File: config.mk
export PLATFORM = sky130hd
export DESIGN_NAME = sprite_blit_ctrl
export DESIGN_NICKNAME = d
export VERILOG_FILES = /design/src/rtl/sprite_blit_ctrl.sv
export SDC_FILE = /design/constraint.sdc
export NUM_CORES = 1
export LEC_CHECK = 0
export CORE_ASPECT_RATIO = 0.7
export CORE_UTILIZATION = 45
export CTS_CLUSTER_DIAMETER = 60
export DETAILED_ROUTE_END_ITERATION = 8
export GPL_TIMING_DRIVEN = 1
export PLACE_DENSITY = 0.71
export SYNTH_ARGS = -nofsm -noshare
export SYNTH_HDL_FRONTEND = slang
export SYNTH_SLANG_ARGS = --single-unit
File: constraint.sdc
create_clock -name clk -period 6.7 [get_ports clk]
set_clock_uncertainty 0.1 [all_clocks]
set_input_delay 1.34 -clock clk [delete_from_list [all_inputs] [get_ports clk]]
set_output_delay 1.34 -clock clk [all_outputs]
set_load 0.01 [all_outputs]
File: src/rtl/sprite_blit_ctrl.sv
// Sprite blitter controller: streams a SRC_W x SRC_H sprite from a synchronous ROM into the
// framebuffer write port at a requested origin, clipping at the screen edge and skipping a key colour.
module sprite_blit_ctrl #(
    parameter int SRC_W = 64,
    parameter int SRC_H = 64,
    parameter int SCR_W = 640,
    parameter int SCR_H = 480,
    parameter int AW    = 19,
    parameter int SAW   = 12
) (
    input  logic           clk,
    input  logic           rst_n,
    input  logic           start,
    input  logic [9:0]     x0,
    input  logic [8:0]     y0,
    input  logic           key_en,
    input  logic [7:0]     key,
    output logic           busy,
    output logic           done,
    output logic [SAW-1:0] s_addr,
    input  logic [7:0]     s_dout,
    output logic           we,
    output logic [AW-1:0]  addr,
    output logic [7:0]     dout
);

    localparam int IW = $clog2(SRC_H);
    localparam int JW = $clog2(SRC_W);
    localparam logic [10:0] SCR_W_C = 11'(SCR_W);
    localparam logic [9:0]  SCR_H_C = 10'(SCR_H);
    localparam logic [31:0] SCR_W_V = 32'(SCR_W);

    typedef enum logic [1:0] {IDLE, RUN, FLUSH, DONE} state_t;

    state_t          state;
    state_t          state_next;
    logic [IW-1:0]   i;
    logic [JW-1:0]   j;
    logic [9:0]      x0_l;
    logic [8:0]      y0_l;
    logic            key_en_l;
    logic [7:0]      key_l;
    logic            valid_d;
    logic            inb_d;
    logic            origin_ok;
    logic            last_pix;
    logic            inb;
    logic [10:0]     col;
    logic [9:0]      row;
    logic [AW-1:0]   tgt;

    assign origin_ok = ({1'b0, x0} < SCR_W_C) && ({1'b0, y0} < SCR_H_C);
    assign last_pix  = (i == '1) && (j == '1);
    assign col       = {1'b0, x0_l} + 11'(j);
    assign row       = {1'b0, y0_l} + 10'(i);
    assign inb       = (col < SCR_W_C) && (row < SCR_H_C);

    // Row stride applied as a sum of shifted rows, one term per set bit of the screen width.
    always_comb begin
        tgt = AW'(col);
        for (int b = 0; b < 32; b++) begin
            if (SCR_W_V[b]) begin
                tgt = tgt + (AW'(row) << b);
            end
        end
    end

    always_ff @(posedge clk or negedge rst_n) begin
        if (!rst_n) begin
            state <= IDLE;
        end else begin
            state <= state_next;
        end
    end

    // An off-screen request passes through FLUSH with nothing in flight, giving one busy cycle.
    always_comb begin
        state_next = state;
        case (state)
            IDLE: begin
                if (start) begin
                    state_next = origin_ok ? RUN : FLUSH;
                end
            end
            RUN: begin
                if (last_pix) begin
                    state_next = FLUSH;
                end
            end
            FLUSH:   state_next = DONE;
            DONE:    state_next = IDLE;
            default: state_next = IDLE;
        endcase
    end

    always_ff @(posedge clk or negedge rst_n) begin
        if (!rst_n) begin
            i        <= '0;
            j        <= '0;
            x0_l     <= '0;
            y0_l     <= '0;
            key_en_l <= 1'b0;
            key_l    <= '0;
            valid_d  <= 1'b0;
            inb_d    <= 1'b0;
            addr     <= '0;
        end else begin
            case (state)
                IDLE: begin
                    valid_d <= 1'b0;
                    if (start && origin_ok) begin
                        x0_l     <= x0;
                        y0_l     <= y0;
                        key_en_l <= key_en;
                        key_l    <= key;
                        i        <= '0;
                        j        <= '0;
                    end
                end
                RUN: begin
                    valid_d <= 1'b1;
                    inb_d   <= inb;
                    // Clipped pixels leave the address bus holding the last on-screen target.
                    if (inb) begin
                        addr <= tgt;
                    end
                    j <= j + 1'b1;
                    if (j == '1) begin
                        i <= i + 1'b1;
                    end
                end
                default: begin
                    valid_d <= 1'b0;
                end
            endcase
        end
    end

    assign s_addr = SAW'({i, j});
    assign dout   = s_dout;
    assign we     = valid_d & inb_d & ~(key_en_l & (s_dout == key_l));
    assign busy   = (state == RUN) || (state == FLUSH);
    assign done   = (state == DONE);

endmodule
* Word-level counts from Yosys, hierarchy flattened
Cells that the tools add are included.
Operators by class: reductions and logical operators 12, magnitude comparators 4, eq/ne operators 10, bitwise logic cells 4, mux-type cells 9, add/sub/neg operators 6
Operators by type and width (count):
- $pmux W6 S2 | 2
- $add A18 B19 Y19 | 1
- $add A11 B17 Y18 | 1
- $add A6 B1 Y6 const B | 2
- $eq A6 B6 Y1 const B | 2
- $mux W6 | 2
- $add A10 B6 Y11 | 1
- $lt A11 B10 Y1 const B | 1
- $add A9 B6 Y10 | 1
- $lt A10 B10 Y1 const B | 1
- $lt A10 B9 Y1 const B | 1
- $lt A9 B9 Y1 const B | 1
- $eq A8 B8 Y1 | 1
- $ne A2 B2 Y1 const B | 4
- $pmux W2 S4 | 1
- $reduce_and A2 Y1 | 4
- $mux W2 | 3
- $eq A2 B2 Y1 const B | 2
- $logic_and A1 B1 Y1 | 4
- $and A1 B1 Y1 | 3
- $reduce_and A3 Y1 | 1
- $eq A2 B1 Y1 const B | 1
- $logic_not A2 Y1 | 1
- $reduce_bool A2 Y1 | 1
- 3 further kinds | 3
Word-level totals: output and inout port bits 42, input bits 39, bits in registers 63

* Longest topological paths before layout
depth in word-level cells 5, mapped depth 17

* Worst setup path after synthesis
OpenSTA, ideal clock, no wires.
kind flip-flop to flip-flop, start reg j[0], end reg addr[18], arrival 4.110 ns, clock period less this slack 4.335 ns, data required time 6.475 ns, cell stages (with the launch flop) 18, library setup time 0.125 ns, path slack 2.365 ns, cell sequence dfrtp_1 > ha_1 > fa_1 > a211oi_1 > o21bai_1 > a21oi_1 > nand3b_1 > xnor2_1 > ha_1 > ha_1 > fa_1 > a21o_1 > a21oi_1 > o21ai_0 > a31oi_1 > o21ai_0 > xnor2_1 > mux2_4
On the way: cells in the longest elaborated chain, start to end 4, elaborated cells on any way between the ends 6
Ends and longest elaborated chain:
- start, declared | line 38 | logic [JW-1:0] j;
- start signal, assigned | line 127 | j <= j + 1'b1;
- $add A10 B6 Y11 * | line 54 | assign col = {1'b0, x0_l} + 11'(j);
- branches (longest 3 deep; another with $add A18 B19 Y19)
- end signal, assigned | line 125 | addr <= tgt;
- end, declared | line 23 | output logic [AW-1:0] addr,
Every way passes the cells marked *. A chain may end at the register's enable or synchronous reset.

* Worst setup path after layout
Same ends and word-level chain as after synthesis.

==> results by stage <==
Outcome:
- The flow ran to the end, and the final reports show no timing, DRC or antenna violations.

Clocking:
- The number of cells upsized or downsized after cts is 0.
- The number of sinks on the clock net is 63.
- After clock tree synthesis, the clock-pin slew on the worst setup and hold paths is 0.06 ns.
- The post-cts hold buffer count is 0.
- The post-CTS setup buffer count is 0.
- The maximum count of clock buffers along a single path is 2.
- TritonCTS built the clock tree.
- The number of buffers added by the clock tree synthesis step is 9.
- The clock latency on the worst-skew pair is 0.33 ns.
- CTS built an H-tree with a depth of 3.
- The root buffer cell chosen for the clock tree is clkbuf_16.

Synthesis:
- The Yosys step of the flow raised 0 warnings.
- The async set-or-reset flop fraction in the synthesized netlist is 100.0%.
- The number of nets handed over by synthesis was 432.
- After synthesis, the mean cell area works out to 11.47 sq um.
- Synthesis inferred 63 register bits.
- The leading area contributor after synthesis is dfrtp_1.
- The count of distinct cell types in the synthesized netlist is 50.
- For this run, the register share of the synthesized area comes to 39.06%.
- The area fraction of the dominant cell type after synthesis is 39.06%.
- Among all flip-flop cells after synthesis, the most frequent one is dfrtp_1.
- The count of flip-flops with a built-in enable after synthesis is 0.
- Yosys attributes the largest share of cell area to dfrtp_1, ha_1, mux2_2.
- The synthesized netlist occupies a cell area of 4036 sq um.
- By instance count, the leading cell after synthesis is dfrtp_1.
- In the synthesized netlist, the number of instances is 352.
- After synthesis, the most frequently instantiated cells are dfrtp_1, ha_1, mux2_2.

Worst hold path:
- Counting instances, the worst hold path has a depth of 1.
- The hold path startpoint is inb_d$_DFFE_PN0P_.
- The path with the worst hold slack has its endpoint at inb_d$_DFFE_PN0P_.
- The path type of the worst min-delay path is flip-flop to flip-flop.

Route:
- For this run, the detailed router's first-pass iteration total came to 4.
- The routed wire length per instance is 15.44 um.
- The number of remaining DRC errors is 0.
- The total routed wirelength is 8587 um.
- Using the TritonRoute via totals, the vias-per-cell ratio works out to 5.360.
- For this block, the initial DRC count from the detailed router was 97.
- The total number of vias is 2980.
- The detail route stage leaves a number of antenna-violating nets equal to 0.

Power and ir drop:
- The total net switching power is 0.1803 mW.
- Power spread over the standard cell area amounts to 162.8 nW/um^2.
- The clock share of power is 50.0%.
- Internal power comes to 0.6619 mW.
- The leakage power summed over all cells is 2.531 nW.
- The highest ir drop seen on vdd is 0.0001077 V.
- In this run, the combinational gates consume 4.8% of the power.
- The switching power share of the total is 21.41%.
- The sequential power share is 45.2%.

Die:
- The y dimension of the die is 81.24 um.
- The initial cell density of the core is 47.03%.
- The number of placed I/O pins is 81.
- The die footprint is 9359 sq um.
- The area of the core is 8583 sq um.
- After floorplanning, the core was divided into 28 placement rows.
- The die is 115.2 um wide.

Timing:
- The hold violation count in the final report is 0.
- The transition time at the pin with the least slew margin is 0.7972 ns.
- The max-slew violation count came to 0.
- The final setup violation count is 0.
- For this run, the top clock speed supported by timing is 0.2103 GHz.
- The worst max-slew margin expressed relative to the limit is 46.86%.
- The final worst hold slack is 0.3793 ns.
- Adding up every negative setup slack in the final design gives 0 ns.
- The period utilization is 70.96%.
- Setup repair after global routing left no endpoint under its margin.
- After layout, the minimum clock period comes to 4.754 ns.

Worst setup path:
- The reg-to-reg startpoint is j[0]$_DFFE_PN0P_.
- The critical path is of the flip-flop to flip-flop type.
- The cell depth of the worst flop-to-flop path is 17.
- The peak fanout along the critical path is 7.
- The worst setup path is launched from a flip-flop.
- The kind of end point of the critical path is a flip-flop.
- STA puts the critical path data required time at 6.82 ns.
- The arrival time reported for the critical path endpoint is 4.87 ns.
- The setup slack on the worst flop-to-flop path is 1.95 ns.
- In this run the critical register-to-register path is captured at addr[18]$_DFFE_PN0P_.

Global route:
- The largest net degree at the start of global routing is 64.
- The global-route wire length before repair is 13980 um.
- The remaining global-route overflow is 0.
- Global routing used 19.98% of the available tracks across all layers.
- The number of global-route vias before repair is 2915.
- The number of antenna violations at the first check in global routing came to 0.

Placed design:
- The count of input and output buffers is 80.
- The wire-length estimate of the detail-placed layout is 6366 um.
- The final weighted congestion of routability-driven global placement is 0.8422.

Finish:
- The number of filler cells placed in the layout is 738.
- From synthesis to final layout, the design area changed by 28.15%.
- Cells with a size suffix above 1 make up 16.74% of the layout.
- The final layout contains 512 nets.
- The number of antenna cells inserted is 0.

Run:
- Max-cap violations in this run came to 0.
-- how the worst max path moves through the flow --
stage / depth (start not counted) / slack (ns) / to / startpoint
after detailed placement: 17 / 2.00 / addr[18]$_DFFE_PN0P_ / j[0]$_DFFE_PN0P_
final: 17 / 1.95 / addr[18]$_DFFE_PN0P_ / j[0]$_DFFE_PN0P_
after floorplan: 17 / 2.36 / addr[18]$_DFFE_PN0P_ / j[0]$_DFFE_PN0P_
after global routing: 17 / 1.68 / addr[18]$_DFFE_PN0P_ / j[0]$_DFFE_PN0P_
after CTS: 17 / 1.96 / addr[18]$_DFFE_PN0P_ / j[0]$_DFFE_PN0P_
after global placement: 17 / 2.14 / addr[18]$_DFFE_PN0P_ / j[0]$_DFFE_PN0P_
-- flip-flops by register name, summed over array words and instances, names as in the netlist, 2 cells and up --
register,count
j,6
state,2
x0_l,10
key_l,8
y0_l,9
i,6
addr,19
-- area by class of cell --
type                    instances  area [sq um]  share of cell area (%)
flip-flops and latches         63          1577                   30.48
clock inverters                 4         22.52                  0.4354
clock buffers                  11         242.7                   4.693
well taps                     120         150.1                   2.903
inverters                       8         30.03                  0.5806
repair buffers                 83         818.3                   15.82
multi-input cells             267          2332                   45.09
-- cells by family after synthesis --
kind of cell    after synthesis  share of synthesized area [%]
compound gates               75                          12.59
simple gates                 69                          9.052
flops                        63                          39.06
mux                          48                          15.13
fa+ha+maj                    41                          13.64
xor+xnor                     34                          7.377
buf+inv                      22                          3.162
-- critical path: stages (launching register included) --
cell      delay, ns
dfrtp_1        0.44
ha_1           0.27
fa_1           0.43
a211oi_1       0.32
o21bai_1       0.11
a21oi_1        0.22
nand3b_1       0.20
xnor2_1        0.14
ha_1           0.25
ha_1           0.22
fa_1           0.40
a21o_1         0.19
a21oi_1        0.23
o21ai_0        0.20
a31oi_1        0.32
o21ai_0        0.18
xnor2_1        0.15
mux2_4         0.26
-- power by group through the flow --
| stage | clock network [mW] | registers [mW] | logic, mW |
|---|---|---|---|
| 3_5_place_dp | 0 | 0.387 | 0.0412 |
| 5_1_grt | 0.447 | 0.381 | 0.0443 |
| 2_1_floorplan | 0 | 0.388 | 0.00746 |
| 4_1_cts | 0.433 | 0.381 | 0.0414 |
| 3_3_place_gp | 0 | 0.387 | 0.0408 |
| 6_report | 0.421 | 0.381 | 0.0402 |
-- layout by cell type (no fill, tap or decap), types with 2 or more instances in the layout --
cell,count
nor3_1,2
nand3b_1,2
nand2b_1,2
o211ai_2,2
nand2_1,21
xnor2_1,18
xor2_1,16
nor2_1,16
nand3_1,3
fa_1,5
nor3b_1,3
a211oi_1,4
clkinv_2,3
o21ai_0,20
a21oi_1,21
a21o_1,9
mux2_2,28
ha_1,36
buf_4,3
dfrtp_1,63
inv_1,8
o21bai_1,3
clkdlybuf4s50_1,79
clkbuf_16,9
a31oi_1,2
and3_1,3
nand4_1,10
mux2_4,19
-- per-stage QoR --
step | utilization (%) | instance area (sq um) | total power [mW] | setup slack [ns] | std cells
after floorplan | - | 4036 | 0.3950 | 2.365 | 352
after global placement | 57.17 | 4907 | 0.4282 | 2.144 | 541
after detailed placement | 57.17 | 4907 | 0.4287 | 2.001 | 541
after CTS | 60.26 | 5172 | 0.8556 | 1.956 | 556
after global routing | 60.26 | 5172 | 0.8724 | 1.681 | 556
final | 60.26 | 5172 | 0.8422 | 1.946 | 556
-- layer usage --
| metal | vias up | share of wire (%) | track usage (%) |
|---|---|---|---|
| li1 | 1446 | - | - |
| met1 | 1450 | 52 | 27.05 |
| met2 | 72 | 42 | 29.88 |
| met3 | 12 | 5.0 | 6.567 |
| met4 | 0 | 1.3 | 7.143 |
| met5 | - | 0 | 0 |
(Power assumes the default switching activity.)
